<file path="src/rtl/vga_receiver.sv">
`default_nettype none
// ============================================================================
// vga_receiver : XGA timing sink; recovers pixel coordinates, measures timing
//                and locks after LOCK_FRAMES consecutive clean frames.
// Rev 1.0
// ============================================================================
module vga_receiver #(
    parameter int VGA_WIDTH   = 1024,
    parameter int VGA_HEIGHT  = 768,
    parameter int COLOR_DEPTH = 8,
    parameter int H_TOTAL     = 1328,
    parameter int V_TOTAL     = 806,
    parameter int LOCK_FRAMES = 2
) (
    input  logic                             clk,
    input  logic                             reset_n,
    input  logic                             vga_hs,
    input  logic                             vga_vs,
    input  logic                             vga_blank_n,
    input  logic [3*COLOR_DEPTH-1:0]         rgb_in,
    output logic [3*COLOR_DEPTH-1:0]         rgb_out,
    output logic [$clog2(VGA_WIDTH)-1:0]     x_pixel,
    output logic [$clog2(VGA_HEIGHT)-1:0]    y_pixel,
    output logic                             pixel_valid,
    output logic                             line_start,
    output logic                             frame_start,
    output logic                             locked,
    output logic                             err,
    output logic [$clog2(H_TOTAL):0]         meas_h_total,
    output logic [$clog2(V_TOTAL):0]         meas_v_total
);
    localparam int c_XW = $clog2(VGA_WIDTH);
    localparam int c_YW = $clog2(VGA_HEIGHT);
    localparam int c_AW = $clog2(VGA_WIDTH) + 1;
    localparam int c_LW = $clog2(VGA_HEIGHT) + 1;
    localparam int c_HW = $clog2(H_TOTAL) + 1;
    localparam int c_VW = $clog2(V_TOTAL) + 1;
    localparam int c_DW = 3 * COLOR_DEPTH;

    localparam logic [c_XW-1:0] c_X_MAX  = '1;
    localparam logic [c_AW-1:0] c_A_MAX  = '1;
    localparam logic [c_AW-1:0] c_ACT_W  = c_AW'(VGA_WIDTH);
    localparam logic [c_LW-1:0] c_ACT_H  = c_LW'(VGA_HEIGHT);
    localparam logic [c_HW-1:0] c_H_TOT  = c_HW'(H_TOTAL);
    localparam logic [c_HW-1:0] c_H_WD   = c_HW'(2 * H_TOTAL);
    localparam logic [c_VW-1:0] c_V_TOT  = c_VW'(V_TOTAL);
    localparam logic [3:0]      c_LOCK_N = 4'(LOCK_FRAMES);

    typedef enum logic [1:0] {
        ST_UNLOCKED = 2'd0,
        ST_MEASURE  = 2'd1,
        ST_LOCKED   = 2'd2
    } state_t;

    logic            hs1_q, vs1_q, blank1_q, hs2_q, vs2_q, blank2_q;
    logic [c_DW-1:0] rgb1_q;
    logic            hs_rise, vs_rise, blank_rise, blank_fall;

    logic [c_XW-1:0] x_q, x_d, x_cur;
    logic [c_AW-1:0] act_q, act_d;
    logic [c_YW-1:0] y_q, y_d;
    logic [c_HW-1:0] hper_q, hper_d, meas_h_q, meas_h_d;
    logic [c_VW-1:0] vcnt_q, vcnt_d, vcnt_inc, meas_v_q, meas_v_d;
    logic [c_LW-1:0] lines_q, lines_d, lines_inc;
    logic            frame_bad_q, frame_bad_d;
    logic [3:0]      good_q, good_d;
    state_t          state_q, state_d;
    logic            err_d, line_mm, frame_mm, wd_hit;

    logic [c_DW-1:0] rgb_out_q;
    logic [c_XW-1:0] x_pix_q;
    logic [c_YW-1:0] y_pix_q;
    logic            valid_q, line_start_q, frame_start_q, locked_q, err_q;

    assign hs_rise    = hs1_q & ~hs2_q;
    assign vs_rise    = vs1_q & ~vs2_q;
    assign blank_rise = blank1_q & ~blank2_q;
    assign blank_fall = ~blank1_q & blank2_q;

    always_comb begin
        x_d         = x_q;
        act_d       = act_q;
        y_d         = y_q;
        hper_d      = hper_q;
        meas_h_d    = meas_h_q;
        vcnt_d      = vcnt_q;
        meas_v_d    = meas_v_q;
        lines_d     = lines_q;
        frame_bad_d = frame_bad_q;
        good_d      = good_q;
        state_d     = state_q;
        err_d       = 1'b0;
        line_mm     = 1'b0;
        frame_mm    = 1'b0;
        wd_hit      = 1'b0;

        x_cur = (x_q == c_X_MAX) ? x_q : x_q + 1'b1;
        if (blank_rise) x_cur = '0;

        if (blank1_q) begin
            x_d   = x_cur;
            act_d = blank_rise ? c_AW'(1) : ((act_q == c_A_MAX) ? act_q : act_q + 1'b1);
        end
        if (blank_fall && act_q != c_ACT_W) line_mm = 1'b1;

        if (vs_rise)                       y_d = '0;
        else if (blank_fall && y_q != '1)  y_d = y_q + 1'b1;

        // The period counter parks at the watchdog limit so loss of sync is flagged once
        if (hs_rise) begin
            meas_h_d = hper_q;
            hper_d   = c_HW'(1);
            if (hper_q != c_H_TOT) line_mm = 1'b1;
        end else if (hper_q != c_H_WD) begin
            hper_d = hper_q + 1'b1;
            if (hper_q == c_H_WD - 1'b1) begin
                wd_hit  = 1'b1;
                line_mm = 1'b1;
            end
        end

        // An hs edge coincident with vs belongs to the frame that is ending
        vcnt_inc  = (hs_rise && vcnt_q != '1) ? vcnt_q + 1'b1 : vcnt_q;
        lines_inc = (blank_fall && lines_q != '1) ? lines_q + 1'b1 : lines_q;
        if (vs_rise) begin
            meas_v_d    = vcnt_inc;
            vcnt_d      = '0;
            lines_d     = '0;
            frame_mm    = frame_bad_q | line_mm | (vcnt_inc != c_V_TOT) | (lines_inc != c_ACT_H);
            frame_bad_d = 1'b0;
        end else begin
            vcnt_d  = vcnt_inc;
            lines_d = lines_inc;
            if (line_mm) frame_bad_d = 1'b1;
        end

        case (state_q)
            ST_UNLOCKED: begin
                if (vs_rise) begin
                    state_d = ST_MEASURE;
                    good_d  = '0;
                end
            end
            ST_MEASURE: begin
                if (wd_hit) begin
                    state_d = ST_UNLOCKED;
                    good_d  = '0;
                end else if (vs_rise) begin
                    if (frame_mm) begin
                        good_d = '0;
                    end else begin
                        good_d = good_q + 1'b1;
                        if (good_q + 1'b1 >= c_LOCK_N) state_d = ST_LOCKED;
                    end
                end
            end
            ST_LOCKED: begin
                if (line_mm || frame_mm) begin
                    err_d   = 1'b1;
                    state_d = ST_UNLOCKED;
                    good_d  = '0;
                end
            end
            default: state_d = ST_UNLOCKED;
        endcase
    end

    always_ff @(posedge clk or negedge reset_n) begin
        if (!reset_n) begin
            hs1_q         <= 1'b0;
            vs1_q         <= 1'b0;
            blank1_q      <= 1'b0;
            rgb1_q        <= '0;
            hs2_q         <= 1'b0;
            vs2_q         <= 1'b0;
            blank2_q      <= 1'b0;
            x_q           <= '0;
            act_q         <= '0;
            y_q           <= '0;
            hper_q        <= '0;
            meas_h_q      <= '0;
            vcnt_q        <= '0;
            meas_v_q      <= '0;
            lines_q       <= '0;
            frame_bad_q   <= 1'b0;
            good_q        <= '0;
            state_q       <= ST_UNLOCKED;
            rgb_out_q     <= '0;
            x_pix_q       <= '0;
            y_pix_q       <= '0;
            valid_q       <= 1'b0;
            line_start_q  <= 1'b0;
            frame_start_q <= 1'b0;
            locked_q      <= 1'b0;
            err_q         <= 1'b0;
        end else begin
            hs1_q         <= vga_hs;
            vs1_q         <= vga_vs;
            blank1_q      <= vga_blank_n;
            rgb1_q        <= rgb_in;
            hs2_q         <= hs1_q;
            vs2_q         <= vs1_q;
            blank2_q      <= blank1_q;
            x_q           <= x_d;
            act_q         <= act_d;
            y_q           <= y_d;
            hper_q        <= hper_d;
            meas_h_q      <= meas_h_d;
            vcnt_q        <= vcnt_d;
            meas_v_q      <= meas_v_d;
            lines_q       <= lines_d;
            frame_bad_q   <= frame_bad_d;
            good_q        <= good_d;
            state_q       <= state_d;
            rgb_out_q     <= blank1_q ? rgb1_q : '0;
            x_pix_q       <= blank1_q ? x_cur : '0;
            y_pix_q       <= blank1_q ? y_q : '0;
            valid_q       <= blank1_q;
            line_start_q  <= blank_rise;
            frame_start_q <= blank_rise && (y_q == '0);
            locked_q      <= (state_d == ST_LOCKED);
            err_q         <= err_d;
        end
    end

    assign rgb_out      = rgb_out_q;
    assign x_pixel      = x_pix_q;
    assign y_pixel      = y_pix_q;
    assign pixel_valid  = valid_q;
    assign line_start   = line_start_q;
    assign frame_start  = frame_start_q;
    assign locked       = locked_q;
    assign err          = err_q;
    assign meas_h_total = meas_h_q;
    assign meas_v_total = meas_v_q;

endmodule
`default_nettype wire

</file>
<file path="config.mk">
export PLATFORM = sky130hd
export DESIGN_NAME = vga_receiver
export DESIGN_NICKNAME = d
export VERILOG_FILES = /design/src/rtl/vga_receiver.sv
export SDC_FILE = /design/constraint.sdc
export NUM_CORES = 1
export LEC_CHECK = 0
export ABC_AREA = 1
export CAP_MARGIN = 20
export CORE_MARGIN = 2
export CORE_UTILIZATION = 30
export CTS_CLUSTER_SIZE = 14
export DETAILED_ROUTE_END_ITERATION = 12
export PLACE_DENSITY_LB_ADDON = 0.15
export SLEW_MARGIN = 10
export SYNTH_ARGS = -nofsm -noshare
export SYNTH_HDL_FRONTEND = slang
export SYNTH_SLANG_ARGS = --single-unit
</file>
<file path="constraint.sdc">
create_clock -name clk -period 2.6 [get_ports clk]
set_input_delay 0.52 -clock clk [delete_from_list [all_inputs] [get_ports clk]]
set_output_delay 0.52 -clock clk [all_outputs]
set_load 0.005 [all_outputs]
</file>
==> flow_summary.toml <==
[route]
dr.first_iter.drc_count = 299
final_antenna_net_count = 0
first_pass_iters = 4
drt-total-wl_um = 15900
vias = 5423
drc = 0
via_per_inst = 4.26
wl_per_cell_um = 12.5

[setup_path]
path_class = "register to register"
crit_fanout = 15
required_ps = 2970
cp.arrival_ps = 2630
end_kind = "register"
cp-start-kind = "register"

[yosys]
ys_ff_latch = 173
syn_inst = 819
syn-num-nets = 859
ys_types = 37
synth_top_flop_cell = "dfrtp_1"
synth_edf_count = 0
netlist_area_sq_um = 7360
syn_avg_cell_area_sq_um = 8.99
ys_warn_count = 0
async_flop_share_pct = 100
ys_seq_area_share_pct = 58.8

[placement]
portBuffers = 100
gp_congestion = 0.775
placed_area_sq_um = 8820
placed_cells = 1240
dp_hpwl_um = 11100

[timing]
fmax_ghz = 0.442
post-route-period-util_pct = 87.0
worstMarginPinSlew_ps = 527
tns_ps = 0
slew_violations = 0
grt_setup_unrepaired = "false"
hold_ws_ps = 387
final-hold-violation-count = 0
relSlewSlack_pct = 64.9
layout_min_cycle_time_ps = 2260
skew_ps = 12.6
setup_viol = 0

[grt]
overflow = 0
grt_start_max_net_pins = 62
grt_pass1_wl_um = 27400
antenna_found_initial = 0
grt_usage_pct = 13.2
grt_pass1_vias = 5441

[floorplan]
ios = 101
rows = 57
die_x_um = 161
coreArea_sq_um = 24200
die_area_sq_um = 25800
initial_utilization_pct = 30.4
fp.dieH_um = 161

[final_layout]
syn_to_final_growth_pct = 28.6
antenna_cells = 0
nets = 976
layout-drive-gt1-share_pct = 8.75
finalNonFillerCells = 1273
stdcell_area_sq_um = 9470

[clock_network]
cts_tree = "built"
clock_latency_ps = 440
cts_buffers = 17
post_cts_resized = 0
root_buffer = "clkbuf_16"
cts.htree.levels = 4
clkSinkCount = 173
cts.path.max_buffers = 2
clk_pin_slew_ps = 70

[pwr]
switching_share_pct = 28.7
ir_drop_v = 0.000302
power_switching_mw = 1.82
leakagePower_nw = 4.51
pwr-share-clk_pct = 41.7
p_per_area_nw_per_um2 = 670
power_frac_comb_pct = 11.3
p_seq_share_pct = 47.0
cell_internal_pwr_mw = 4.52

[hold_path]
min_path_type = "register to register"

[job]
drv_cap = 0

[run_status]
run_status = "finished, final reports clean"
[critical path, stage by stage (launching register included)]
cell and delay [ps]:
dfrtp_1 440, ha_1 240, nand2_1 80, nor2_2 130
nand3_4 180, nand2_2 170, xor2_2 190, nand3_1 100
nor2_2 180, nand3_4 110, nand2_4 110, nand3_4 90
nand2_4 80, nand2_1 50, nand2_1 60
[synth_stat cells, types with 2 or more instances]
| master | instances | share of area (%) |
|---|---|---|
| nor2_2 | 6 | 0.51 |
| nor2_1 | 83 | 4.2 |
| clkbuf_1 | 13 | 0.66 |
| nand2_1 | 182 | 9.3 |
| o21bai_1 | 6 | 0.61 |
| nor3b_1 | 2 | 0.20 |
| inv_2 | 9 | 0.46 |
| nor2_4 | 3 | 0.46 |
| nand2_2 | 7 | 0.59 |
| o21a_1 | 3 | 0.31 |
| o21ai_0 | 50 | 3.4 |
| nor3_1 | 20 | 1.4 |
| nand2_4 | 2 | 0.31 |
| nand3_4 | 4 | 0.95 |
| a31oi_1 | 2 | 0.17 |
| ha_1 | 11 | 1.9 |
| dfrtp_1 | 173 | 59 |
| o2111ai_1 | 4 | 0.48 |
| a21oi_1 | 37 | 2.5 |
| o21ai_1 | 4 | 0.27 |
| xor2_1 | 7 | 0.83 |
| xnor2_1 | 2 | 0.24 |
| nand4_1 | 9 | 0.76 |
| o22ai_1 | 3 | 0.25 |
| inv_1 | 129 | 6.6 |
| nor4_1 | 2 | 0.17 |
| nand3_1 | 36 | 2.4 |
[state kept, by name (all words and copies together) (netlist names), 2 cells and up]
| signal | count |
|---|---|
| act_q | 11 |
| good_q | 4 |
| hper_q | 12 |
| lines_q | 11 |
| meas_h_total | 12 |
| meas_v_total | 11 |
| rgb1_q | 24 |
| rgb_out | 24 |
| state_q | 2 |
| vcnt_q | 11 |
| x_pixel | 10 |
| x_q | 10 |
| y_pixel | 10 |
| y_q | 10 |
[cells in the final DEF, fill, tap and decap left out, types with 10 or more instances in the layout]
cell type	n
dfrtp_1	172
inv_1	129
a21oi_1	37
o21ai_0	50
ha_1	11
nand2_1	182
nand3_1	36
buf_4	10
nor2_1	82
nor3_1	20
clkbuf_16	17
clkdlybuf4s50_1	99
[path summary, 6_finish.rpt]
path / startpoint / to / slack, ps / cells after the start
worst min-delay path: vs1_q$_DFF_PN0_ / vs2_q$_DFF_PN0_ / 390 / 0
max in group asynchronous: reset_n / err$_DFF_PN0_ / 1360 / 3
worst max-delay path: vcnt_q[0]$_DFF_PN0_ / good_q[0]$_DFFE_PN0P_ / 340 / 14
worst max register to register: vcnt_q[0]$_DFF_PN0_ / good_q[0]$_DFFE_PN0P_ / 340 / 14
worst min register to register: vs1_q$_DFF_PN0_ / vs2_q$_DFF_PN0_ / 390 / 0
min in group asynchronous: reset_n / x_pixel[5]$_DFF_PN0_ / 510 / 2
[power by group through the flow]
stage / clock network, mW / logic [mW] / registers, mW
floorplan: 0 / 0.375 / 3.02
global placement: 0 / 0.731 / 3.03
detailed placement: 0 / 0.731 / 3.04
CTS: 2.74 / 0.736 / 2.98
global route: 2.85 / 0.834 / 3.01
finish: 2.64 / 0.716 / 2.98
[cell type report]
type | count | area (sq um)
sequential | 173 | 4330
clock inverter | 15 | 209
inverter | 138 | 518
fill | 2403 | 14700
timing repair buffer | 113 | 1130
tap | 324 | 405
clock buffer | 17 | 425
multi-input combinational | 493 | 2450
[metrics by stage]
step / total power [mW] / setup WS, ps / util [%]
final: 6.34 / 339 / 39.2
after global routing: 6.70 / 55.4 / 39.2
after CTS: 6.46 / 304 / 39.2
after detailed placement: 3.77 / 330 / 36.5
after global placement: 3.76 / 379 / 36.5
after floorplan: 3.40 / 621 / -
[logic make-up (layout without fill, tap and decap cells)]
group / after synthesis / in the layout / synth area share (%)
AO/OA/AOI/OAI: 112 / 112 / 8.36
flip-flops: 173 / 173 / 58.8
AND/OR/NAND/NOR: 360 / 360 / 21.7
buffers and inverters: 153 / 283 / 7.92
adder cells (fa/ha/maj): 11 / 11 / 1.87
XOR/XNOR: 10 / 10 / 1.29
[what timing repair did]
item	in CTS	in global routing
buffers inserted	0	0
endpoints found under the hold margin	26	0
hold buffers	1	0
[per-layer routing]
layer	vias to the layer above	global-route usage (%)	wire length [um]
met5	-	0	0
met4	0	5.00	264
met3	20	3.18	591
met2	88	21.0	7370
met1	2511	17.5	7680
li1	2804	-	-
No activity file was read; power rests on OpenSTA's default activity.
